### src/rtl/tick_divider_bank.sv
// Bank of independent programmable tick generators with shadowed period reload
// through a valid/ready config port and a global in-phase restart.
module tick_divider_bank #(
    parameter int CHANNELS = 4,
    parameter int WIDTH    = 32,
    parameter int CH_W     = 2
) (
    input  logic                clk,
    input  logic                rst_n,
    input  logic [CHANNELS-1:0] en,
    input  logic                sync,
    input  logic                cfg_valid,
    output logic                cfg_ready,
    input  logic [CH_W-1:0]     cfg_ch,
    input  logic [WIDTH-1:0]    cfg_max,
    input  logic                cfg_mode,
    output logic [CHANNELS-1:0] tick,
    output logic [CHANNELS-1:0] wave
);

    logic [WIDTH-1:0]    r_count     [CHANNELS];
    logic [WIDTH-1:0]    r_max       [CHANNELS];
    logic [WIDTH-1:0]    r_shadowMax [CHANNELS];
    logic [CHANNELS-1:0] r_mode;
    logic [CHANNELS-1:0] r_shadowMode;
    logic [CHANNELS-1:0] r_pending;
    logic [CHANNELS-1:0] r_tick;
    logic [CHANNELS-1:0] r_wave;

    logic                w_cfgReady;
    logic [CHANNELS-1:0] w_accept;
    logic [CHANNELS-1:0] w_wrap;
    logic [CHANNELS-1:0] w_apply;

    // An index that matches no channel stays ready so the write is swallowed.
    always_comb begin
        w_cfgReady = 1'b1;
        w_accept   = '0;
        w_wrap     = '0;
        w_apply    = '0;
        for (int i = 0; i < CHANNELS; i++) begin
            if (cfg_ch == CH_W'(i)) begin
                w_cfgReady = ~r_pending[i];
            end
        end
        for (int i = 0; i < CHANNELS; i++) begin
            w_accept[i] = cfg_valid && w_cfgReady && (cfg_ch == CH_W'(i));
            w_wrap[i]   = en[i] && (r_count[i] >= r_max[i]);
            w_apply[i]  = r_pending[i] && (sync || !en[i] || w_wrap[i]);
        end
    end

    // Later assignments win: shadow apply overrides the wave update, and a
    // new accept re-arms pending after the apply on the same edge.
    always_ff @(posedge clk or negedge rst_n) begin
        if (!rst_n) begin
            for (int i = 0; i < CHANNELS; i++) begin
                r_count[i]     <= '0;
                r_max[i]       <= '0;
                r_shadowMax[i] <= '0;
            end
            r_mode       <= '0;
            r_shadowMode <= '0;
            r_pending    <= '0;
            r_tick       <= '0;
            r_wave       <= '0;
        end else begin
            for (int i = 0; i < CHANNELS; i++) begin
                if (sync) begin
                    r_count[i] <= '0;
                    r_tick[i]  <= 1'b0;
                    r_wave[i]  <= 1'b0;
                end else if (!en[i]) begin
                    r_tick[i] <= 1'b0;
                end else if (w_wrap[i]) begin
                    r_count[i] <= '0;
                    r_tick[i]  <= 1'b1;
                    if (r_mode[i]) begin
                        r_wave[i] <= ~r_wave[i];
                    end
                end else begin
                    r_count[i] <= r_count[i] + WIDTH'(1);
                    r_tick[i]  <= 1'b0;
                end

                if (w_apply[i]) begin
                    r_max[i]     <= r_shadowMax[i];
                    r_mode[i]    <= r_shadowMode[i];
                    r_pending[i] <= 1'b0;
                    if (!r_shadowMode[i]) begin
                        r_wave[i] <= 1'b0;
                    end
                end

                if (w_accept[i]) begin
                    r_shadowMax[i]  <= cfg_max;
                    r_shadowMode[i] <= cfg_mode;
                    r_pending[i]    <= 1'b1;
                end
            end
        end
    end

    assign cfg_ready = w_cfgReady;
    assign tick      = r_tick;
    assign wave      = r_wave;

endmodule

### config.mk
export PLATFORM = sky130hd
export DESIGN_NAME = tick_divider_bank
export DESIGN_NICKNAME = d
export VERILOG_FILES = /design/src/rtl/tick_divider_bank.sv
export SDC_FILE = /design/constraint.sdc
export NUM_CORES = 1
export LEC_CHECK = 0
export CAP_MARGIN = 25
export CORE_MARGIN = 2
export CORE_UTILIZATION = 30
export CTS_BUF_LIST = sky130_fd_sc_hd__clkbuf_8
export CTS_CLUSTER_SIZE = 28
export DETAILED_ROUTE_END_ITERATION = 7
export GPL_TIMING_DRIVEN = 0
export HOLD_SLACK_MARGIN = 0.08
export SLEW_MARGIN = 10
export SYNTH_ARGS = -nofsm -noshare
export SYNTH_HDL_FRONTEND = slang
export SYNTH_SLANG_ARGS = --single-unit
export TNS_END_PERCENT = 30
### constraint.sdc
create_clock -name clk -period 6.7 [get_ports clk]
set_clock_uncertainty 0.2 [all_clocks]
set_input_delay 1.34 -clock clk [delete_from_list [all_inputs] [get_ports clk]]
set_output_delay 1.34 -clock clk [all_outputs]
set_load 0.005 [all_outputs]
# Word level (Yosys, flattened, before mapping)
# Index checks and enable logic that the tools add are counted.
classes:
  n_lt_le_gt_ge: 4
  n_bitwise: 8
  add_sub_neg: 4
  n_mux: 60
  n_reduce_logical: 34
  n_eq_ne: 3
op_table:
  columns: ["operator", "n"]
  rows:
  - ["$mux 32", 12]
  - ["$add 32x1->32 const B", 4]
  - ["$ge 32x32->1", 4]
  - ["$mux 1", 48]
  - ["$reduce_bool 2->1", 8]
  - ["$logic_and 1x1->1", 13]
  - ["$logic_or 1x1->1", 8]
  - ["$not 1->1", 8]
  - ["$eq 2x2->1 const B", 2]
  - ["$logic_not 1->1", 4]
  - ["$eq 2x1->1 const B", 1]
  - ["$logic_not 2->1", 1]
word_totals:
  elab_cells: 139
  reg_bits: 404

# Longest topological paths before layout
# Gate-level depths: netlist of the first run.
logic_depth:
  word_depth: 8
  ltp_mapped: 12
  depth_no_buf: 9

# Worst setup path after synthesis of the first run
# Ideal clock, no wire load.
synth_timing:
  kind: "input to output"
  start: "input cfg_ch[1]"
  end: "output cfg_ready"
  stages: 3
  setup_slack_ns: 3.045
  t_required_ns: 5.160
  arrival_ns: 2.115
  n_path_buf: 1
  path_cell_list: "clkbuf_1 mux4_2 inv_1"
synth_between:
  elab_chain_len: 5
  elab_cells_between_ends: 8
  classes_between: "eq/ne (3); mux (4); reduce/logical (1)"
synth_rtl:
  columns: ["element", "line", "source"]
  rows:
  - ["start, declared", "14", "input logic [CH_W-1:0] cfg_ch,"]
  - ["$logic_not 2->1", "42", "if (cfg_ch == CH_W'(i)) begin"]
  - ["$mux 1 (3 in series)", "42", null]
  - ["$mux 1 (*)", "42", null]
  - ["end, declared", "13", "output logic cfg_ready,"]
# Mark *: on every way between the ends. The rest lies on a longest branch, timed or not.

# Worst setup path in the final report of the first run
layout_timing:
  start: "input sync"
  end: "register r_max[17] in the netlist's numbering"
layout_between:
  elab_chain_len: 3
layout_rtl:
  columns: ["element", "line", "source"]
  rows:
  - ["start, declared", "11", "input logic sync,"]
  - ["$logic_or 1x1->1 (2 in series)", "49", "w_apply[i] = r_pending[i] && (sync || !en[i] || w_wrap[i]);"]
  - ["$logic_and 1x1->1", "49", null]
  - ["end signal, assigned by index", "87", "r_max[i] <= r_shadowMax[i];"]
  - ["end, declared", "22", "logic [WIDTH-1:0] r_max [CHANNELS];"]
# Every way passes these cells.
# A chain may end at the register's enable or synchronous reset.

==> flow_metrics.tcl, run 1 <==
set metrics [dict create \
    hold_viol_final 0 \
    vias_per_cell 5.16 \
    synth_ff_type "dfrtp_1" \
    worstPathArrival_ns 4.81 \
    worstSetupPathType "in -> reg" \
    peakVddDrop_v 0.000186 \
    fmax_mhz 221 \
    numCtsBuffers 59 \
    fin_hold_ws_ns 0.288 \
    design_area_um2 23700 \
    fin_cells 2947 \
    hpwl_um 38000 \
    die_area_um2 70900 \
    dpl_cell_area_um2 22400 \
    synth_edf_count 0 \
    dr.pass1.iters 7 \
    synth_fp_nets 2069 \
    drtAntennaViolNets 0 \
    finalNetCount 2185 \
    clkLatencyLatePin_ns 0.65 \
    end_kind "flop" \
    yosys-top-cells-count "dfrtp_1, mux2_2, nand2_1" \
    num_vias 15200 \
    yosys-top-cells-area "dfrtp_1, mux2_2, ha_1, nand2_1, inv_1" \
    gr-total-overflow 0 \
    htreeDepth 2 \
    power_leakage_nw 10.8 \
    crit_fanout 10 \
    period_needed_ns 4.52 \
    drive_above_1_share_pct 19.8 \
    synth_top_cell_by_area "dfrtp_1" \
    nFillCells 6796 \
    multiInputGateArea_um2 9620 \
    maxCapViolCount 0 \
    drtIter0Drc 1110 \
    grt_pass1_wl_um 84600 \
    yosysTopAreaCellShare_pct 49.0 \
    hp-class "reg -> reg" \
    yosysSeqAreaShare_pct 49.0 \
    grtUsageTotal_pct 15.0 \
    required_ns 7.00 \
    antenna_found_initial 6 \
    grt_max_degree 80 \
    port_buffers 47 \
    seq_area_um2 10100 \
    async_flop_share_pct 100 \
    cpPeakStageDelay_ns 0.79 \
    gp_congestion 0.840 \
    die_x_um 266 \
    power_density_nw_per_um2 284 \
    place_ws_ns 1.66 \
    cp_slowest_cell "o21ai_1" \
    start_util_pct 30.2 \
    drc 0 \
    cts.sinks 404 \
    core_area_um2 68300 \
    core.rowCount 96 \
    dp.cells 2830 \
    cts_tree "yes" \
    cts_hold_buf 0 \
    wl_per_cell_um 18.0 \
    rsz0062_at_grt "false" \
    grt_pass1_vias 15500 \
    setup_viol 0 \
    cp-start-kind "primary input" \
    yosysWarnings 0 \
    crit_path_cell_trace "clkbuf_1 > inv_1 > clkbuf_1 > nand4_1 > o21ai_1 > buf_2 > mux2_2" \
    syn_inst 1894 \
    max_slew_margin_pct 26.3 \
    synth_cell_types 66 \
    ios 52 \
    status "finished clean" \
    cts_setup_buffers 0 \
    crit_top_cell "clkbuf_1" \
    syn-cell-area_um2 20600 \
    drt_wl_total_um 53000 \
    clk_pin_slew_worst_paths_ns 0.07 \
    ys_ff_latch 404 \
    setup_slack_ns 2.18 \
    synth_most_common_cell "dfrtp_1" \
    tightestPinTransition_ns 1.10 \
    final.period_utilization_pct 67.4 \
    area_growth_pct 14.5 \
    fin_tns_setup_ns 0 \
    root_buffer "clkbuf_8" \
    syn_avg_cell_area_um2 10.9 \
    die_y_um 266 \
    maxSlewViolCount 0 \
    cts.path.max_buffers 3 \
    ctsResizeCount 0 \
]
-- layout by cell type, fill, tap and decap left out, types with 6 or more instances in the layout --
cell and count:
o211ai_1 7, clkdlybuf4s50_1 46, nor2_1 70, o31ai_1 7, dfrtp_1 404, nand2_1 159
inv_1 173, nor3_1 42, clkbuf_1 33, a31oi_1 46, mux2i_1 13, buf_2 21
clkbuf_8 78, nor4_1 10, a221oi_1 6, or4_1 8, nand3_1 86, and2_1 14
a21oi_1 106, mux2_4 29, a41oi_1 8, ha_1 132, and4_1 9, buf_4 9
nand4_1 43, nand2b_1 20, a21o_1 17, mux2_2 236, clkinv_2 7, o311ai_0 6
and3_1 28, diode_2 7, o21ai_0 88, a22o_1 16
-- critical path, delay by kind of cell --
family	cells	cell delay [ns]
mux	1	0.37
compound gates	1	0.79
simple gates	1	0.38
buf+inv	4	1.90
-- power breakdown --
group	switching, mW	total, mW	internal [mW]	leakage, nW
combinational	0.660	1.39	0.729	5.02
clock	0.989	2.07	1.08	0.719
sequential	0.293	3.26	2.97	5.10
total	1.94	6.72	4.78	10.8
-- layer usage --
| metal | vias up | wire, um | GRT usage [%] |
|---|---|---|---|
| met3 | 75 | 3810 | 3.70 |
| met1 | 7644 | 25200 | 21.2 |
| li1 | 7063 | - | - |
| met2 | 419 | 23100 | 22.9 |
| met5 | - | 16 | 0 |
| met4 | 2 | 848 | 3.70 |
-- per-stage QoR --
step | power [mW] | utilization, %
detailed placement | 4.71 | 32.8
finish | 6.72 | 34.6
global placement | 4.62 | 32.5
CTS | 6.81 | 34.6
floorplan | 4.25 | -
global route | 7.15 | 34.6
-- layout make-up --
cell class | instances | area share (%)
buffer | 68 | 1.48
clock buffer | 78 | 4.54
multi-input combinational | 1269 | 40.7
tap | 882 | 4.67
clock inverter | 31 | 0.677
sequential | 404 | 42.7
inverter | 153 | 2.43
antenna | 7 | 0.0741
timing repair buffer | 55 | 2.70
-- final timing paths --
| check | start | end | slack (ns) | cells past startpoint |
|---|---|---|---|---|
| worst max-delay path | sync | r_max[17] | 2.18 | 7 |
| worst max register to register | r_count[30] | r_max[17] | 3.13 | 7 |
| max in group asynchronous | rst_n | r_max[43] | 4.38 | 4 |
| min in group asynchronous | rst_n | r_shadowMax[24] | 0.43 | 1 |
| worst min register to register | r_shadowMax[87] | r_max[87] | 0.29 | 1 |
| worst min-delay path | r_shadowMax[87] | r_max[87] | 0.29 | 1 |
-- cell families (layout without fill, tap and decap cells) --
| logic type | after synthesis | after routing | synth area share (%) |
|---|---|---|---|
| adders and majority gates | 132 | 132 | 8.00 |
| other | 0 | 7 | 0 |
| buffers and inverters | 221 | 385 | 4.47 |
| xor gates and xnor gates | 3 | 3 | 0.127 |
| DFF | 404 | 404 | 49.0 |
| and+or+nand+nor | 520 | 520 | 12.8 |
| muxes | 279 | 279 | 15.7 |
| AOI/OAI and AO/OA | 335 | 335 | 9.95 |
-- state kept, by name, indices dropped and copies added, names as in the netlist --
name	count
r_count	128
r_max	128
r_shadowMax	128
r_mode	4
r_pending	4
r_shadowMode	4
tick	4
wave	4
No activity file was read; power rests on OpenSTA's default activity.
==> inputs of run 2 (changes only) <==
==> constraint.sdc (replaced) <==
create_clock -name clk -period 4.1 [get_ports clk]
set_clock_uncertainty 0.2 [all_clocks]
set_input_delay 0.82 -clock clk [delete_from_list [all_inputs] [get_ports clk]]
set_output_delay 0.82 -clock clk [all_outputs]
set_load 0.005 [all_outputs]
==> flow_metrics.tcl, run 2 (synthesis results as in run 1) <==
set metrics [dict create \
    status "finished clean" \
    r2r-end "r_max[16]" \
    rsz0062_at_grt "false" \
    cts.path.max_buffers 3 \
    fin_hold_ws_ns 0.290 \
    drc 0 \
    peakVddDrop_v 0.000304 \
    timing.rr.start "r_count[25]" \
    vias_per_cell 5.15 \
    die_x_um 266 \
    ctsResizeCount 0 \
    grt_pass1_wl_um 84600 \
    cp-start-kind "primary input" \
    cts_hold_buf 1 \
    dp.cells 2830 \
    area_growth_pct 14.6 \
    clk_pin_slew_worst_paths_ns 0.07 \
    dr.pass1.iters 5 \
    required_ns 4.40 \
    crit_fanout 10 \
    hold_end "r_max[87]" \
    drtAntennaViolNets 0 \
    drive_above_1_share_pct 19.8 \
    port_buffers 47 \
    power.total_mw 11.0 \
    grt_util_met2_pct 22.9 \
    start_util_pct 30.2 \
    grt_use_met1_pct 21.2 \
    grt_pass1_vias 15500 \
    min-delay-start "r_shadowMax[87]" \
    worstSetupPathType "in -> reg" \
    end_kind "flop" \
    fmax_mhz 255 \
    reg.largest.list "r_count (128), r_max (128), r_shadowMax (128)" \
    final.period_utilization_pct 95.6 \
    maxCapViolCount 0 \
    fin_tns_setup_ns 0 \
    clkLatencyLatePin_ns 0.65 \
    grtUsageTotal_pct 15.0 \
    hpwl_um 38000 \
    cts.sinks 404 \
    htreeDepth 2 \
    multiInputGateArea_um2 9620 \
    wl_per_cell_um 17.9 \
    tightestPinTransition_ns 1.08 \
    grt_max_degree 80 \
    ios 52 \
    place_ws_ns -0.424 \
    finalNetCount 2186 \
    use_met3_pct 3.70 \
    core_area_um2 68300 \
    worstPathArrival_ns 4.22 \
    drtIter0Drc 1095 \
    cts_setup_buffers 0 \
    setup_slack_ns 0.179 \
    power_leakage_nw 10.8 \
    gr-total-overflow 0 \
    max_slew_margin_pct 28.1 \
    design_area_um2 23700 \
    r2r_setup_slack_ns 0.55 \
    grt-busiest-layer "met2" \
    power_density_nw_per_um2 464 \
    hold_viol_final 0 \
    r2r_cells 8 \
    seq_area_um2 10100 \
    maxSlewViolCount 0 \
    numCtsBuffers 59 \
    antenna_found_initial 6 \
    period_needed_ns 3.92 \
    layout_commonest_cell "dfrtp_1" \
    die_area_um2 70900 \
    holdPathStages 1 \
    gp_congestion 0.840 \
    drt_wl_total_um 52900 \
    root_buffer "clkbuf_8" \
    setup_viol 0 \
    cts_tree "yes" \
    hp-class "reg -> reg" \
    dpl_cell_area_um2 22400 \
    cp-startpoint "sync" \
    core.rowCount 96 \
    num_vias 15200 \
    final_util_pct 34.6 \
    layout_common_cells "dfrtp_1, mux2_2, inv_1" \
    die_y_um 266 \
    nFillCells 6793 \
    fin_cells 2950 \
]
[run 2: cell types whose count changed in the layout (fill, tap and decap cells not counted)]
cell           previous run  this run
dlygate4sd3_1             0         1
diode_2                   7         9
[run 2: worst max-delay path by stage]
| stage | end |
|---|---|
| finish | r_max[16] |
| global route | r_max[20] |
| CTS | r_max[16] |
| detailed placement | r_max[11] |
| global placement | r_shadowMax[42] |
| floorplan | r_max[100] |
[run 2: layout make-up]
cell class	count	area share [%]
inverter	153	2.43
tap	882	4.66
buffer	68	1.48
clock inverter	31	0.677
antenna	9	0.0952
timing repair buffer	56	2.74
sequential	404	42.7
multi-input combinational	1269	40.7
clock buffer	78	4.54
[run 2: metal layers]
| layer | wire [um] | part of all wire, % | vias up |
|---|---|---|---|
| li1 | - | - | 7064 |
| met3 | 3660 | 6.9 | 74 |
| met5 | 16 | 0.030 | - |
| met4 | 824 | 1.6 | 2 |
| met1 | 25300 | 48 | 7656 |
| met2 | 23100 | 44 | 404 |
[run 2: critical path: stages]
cell and delay [ns]:
clkbuf_1 0.41, inv_1 0.32, clkbuf_1 0.72, nand4_1 0.37, o21ai_1 0.77, buf_2 0.40, mux2_2 0.37
[run 2: report_power, final]
group          internal (mW)  leakage (nW)  switching (mW)  total [mW]
combinational           1.19          5.02            1.08        2.27
sequential              4.85          5.10           0.479        5.33
clock                   1.76         0.719            1.62        3.38
total                   7.81          10.8            3.18        11.0
==> inputs of run 3 (changes only) <==
--- a/config.mk
+++ b/config.mk
@@ -6,11 +6,13 @@
 export NUM_CORES = 1
 export LEC_CHECK = 0
 export CAP_MARGIN = 25
+export CORE_ASPECT_RATIO = 1.75
 export CORE_MARGIN = 2
 export CORE_UTILIZATION = 30
 export CTS_BUF_LIST = sky130_fd_sc_hd__clkbuf_8
 export CTS_CLUSTER_SIZE = 28
 export DETAILED_ROUTE_END_ITERATION = 7
+export DONT_BUFFER_PORTS = 1
 export GPL_TIMING_DRIVEN = 0
 export HOLD_SLACK_MARGIN = 0.08
 export SLEW_MARGIN = 10
==> flow_metrics.tcl, run 3 (synthesis results as in run 1) <==
set metrics [dict create \
    status "finished, violations left" \
    violations "hold timing" \
    p_int_mw 7.86 \
    die_x_um 202 \
    drt_wl_total_um 58800 \
    tightestPinTransition_ns 1.36 \
    power_frac_clock_pct 31.8 \
    layout_commonest_cell "dfrtp_1" \
    period_needed_ns 3.63 \
    cts_tree "yes" \
    die_y_um 351 \
    sw_frac_of_total_pct 28.5 \
    maxSlewViolCount 0 \
    grt_pass1_vias 15700 \
    max_slew_margin_pct 9.30 \
    clkLatencyLatePin_ns 0.67 \
    wl_per_cell_um 19.8 \
    core_area_um2 68300 \
    hp-class "in -> async" \
    place_ws_ns -0.256 \
    crit_fanout 10 \
    antenna_found_initial 21 \
    maxCapViolCount 0 \
    ios 52 \
    root_buffer "clkbuf_8" \
    cts.sinks 404 \
    worstPathArrival_ns 3.97 \
    reg.largest.list "r_count (128), r_max (128), r_shadowMax (128)" \
    power.total_mw 11.0 \
    grtUsageTotal_pct 16.6 \
    rsz0062_at_grt "false" \
    grt_pass1_wl_um 90500 \
    worstSetupPathType "reg -> reg" \
    layout_common_cells "dfrtp_1, mux2_2, inv_1" \
    end_kind "flop" \
    start_util_pct 30.2 \
    peakVddDrop_v 0.000195 \
    htreeDepth 2 \
    setup_viol 0 \
    numCtsBuffers 55 \
    fin_hold_ws_ns -0.327 \
    core.rowCount 127 \
    drtAntennaViolNets 0 \
    area_growth_pct 13.6 \
    p_comb_share_pct 19.5 \
    ctsResizeCount 0 \
    fin_tns_setup_ns 0 \
    cts_setup_buffers 0 \
    hpwl_um 39900 \
    drtIter0Drc 1154 \
    gr-total-overflow 0 \
    num_vias 15100 \
    fmax_mhz 275 \
    power_leakage_nw 10.7 \
    setup_slack_ns 0.466 \
    clk_pin_slew_worst_paths_ns 0.07 \
    port_buffers 0 \
    hold_viol_final 404 \
    power_density_nw_per_um2 469 \
    switchingPower_mw 3.13 \
    die_area_um2 71000 \
    cts_hold_buf 38 \
    required_ns 4.43 \
    finalNetCount 2165 \
    nFillCells 6831 \
    gp_congestion 0.884 \
    grt_max_degree 405 \
    final.period_utilization_pct 88.6 \
    dr.pass1.iters 5 \
    drive_above_1_share_pct 19.5 \
    drc 0 \
    p_seq_share_pct 48.7 \
    vias_per_cell 5.08 \
    cp-start-kind "flop" \
    cts.path.max_buffers 3 \
]
-- run 3: cell count changes in the layout (fill, tap and decap cells not counted), sizes merged, moves of 8 or more --
cell / before / now
dlygate4sd3: 1 / 38
clkdlybuf4s50: 46 / 0
inv: 174 / 164
diode: 9 / 35
buf: 44 / 36
clkbuf: 111 / 99
-- run 3: layout make-up --
class / instances / area [um^2] / share of cell area (%)
flip-flops and latches: 404 / 10100 / 43.1
multi-input cells: 1269 / 9610 / 41.0
well taps: 903 / 1130 / 4.82
clock buffers: 66 / 908 / 3.87
inverters: 153 / 574 / 2.45
repair buffers: 39 / 385 / 1.64
plain buffers: 68 / 349 / 1.49
clock inverters: 29 / 295 / 1.26
diodes: 35 / 87.6 / 0.373
-- run 3: power by group through the flow --
stage               sequential (mW)  combinational, mW  clock, mW
floorplan                      5.23               1.71          0
global placement               5.36               1.98          0
detailed placement             5.41               2.08          0
CTS                            5.34               2.17       3.58
global route                   5.47               2.43       3.72
finish                         5.35               2.15       3.49
-- run 3: worst max-delay path: stages (launching register included) --
cell and delay [ns]:
dfrtp_1 0.45, ha_1 0.35, a21oi_1 0.14, o21ai_0 0.12, a221oi_1 0.37, nand4_1 0.56, o21ai_2 0.65, buf_4 0.30
mux2_2 0.35
-- run 3: path summary, 6_finish.rpt --
path,startpoint,endpoint,slack (ns),cells past startpoint
min in group clk,cfg_max[11],r_shadowMax[107],0.12,1
max in group asynchronous,rst_n,r_max[126],2.93,0
min,rst_n,r_shadowMax[70],-0.33,0
max reg2reg,r_count[83],r_max[67],0.47,8
min reg2reg,r_count[127],r_count[127],0.30,1
max,r_count[83],r_max[67],0.47,8
-- run 3: stage by stage --
step / util (%) / area, um^2 / instances
finish: 34.3 / 23500 / 2966
global route: 34.3 / 23500 / 2965
CTS: 34.2 / 23400 / 2931
detailed placement: 31.9 / 21800 / 2798
global placement: 31.9 / 21800 / 2797
floorplan: - / 20600 / 1894
-- run 3: per-layer routing --
metal	wire length (um)	vias up	GRT usage [%]
li1	-	7047	-
met1	19800	7429	15.3
met2	32200	408	30.6
met3	2020	181	2.60
met4	4750	0	16.2
met5	0	-	0
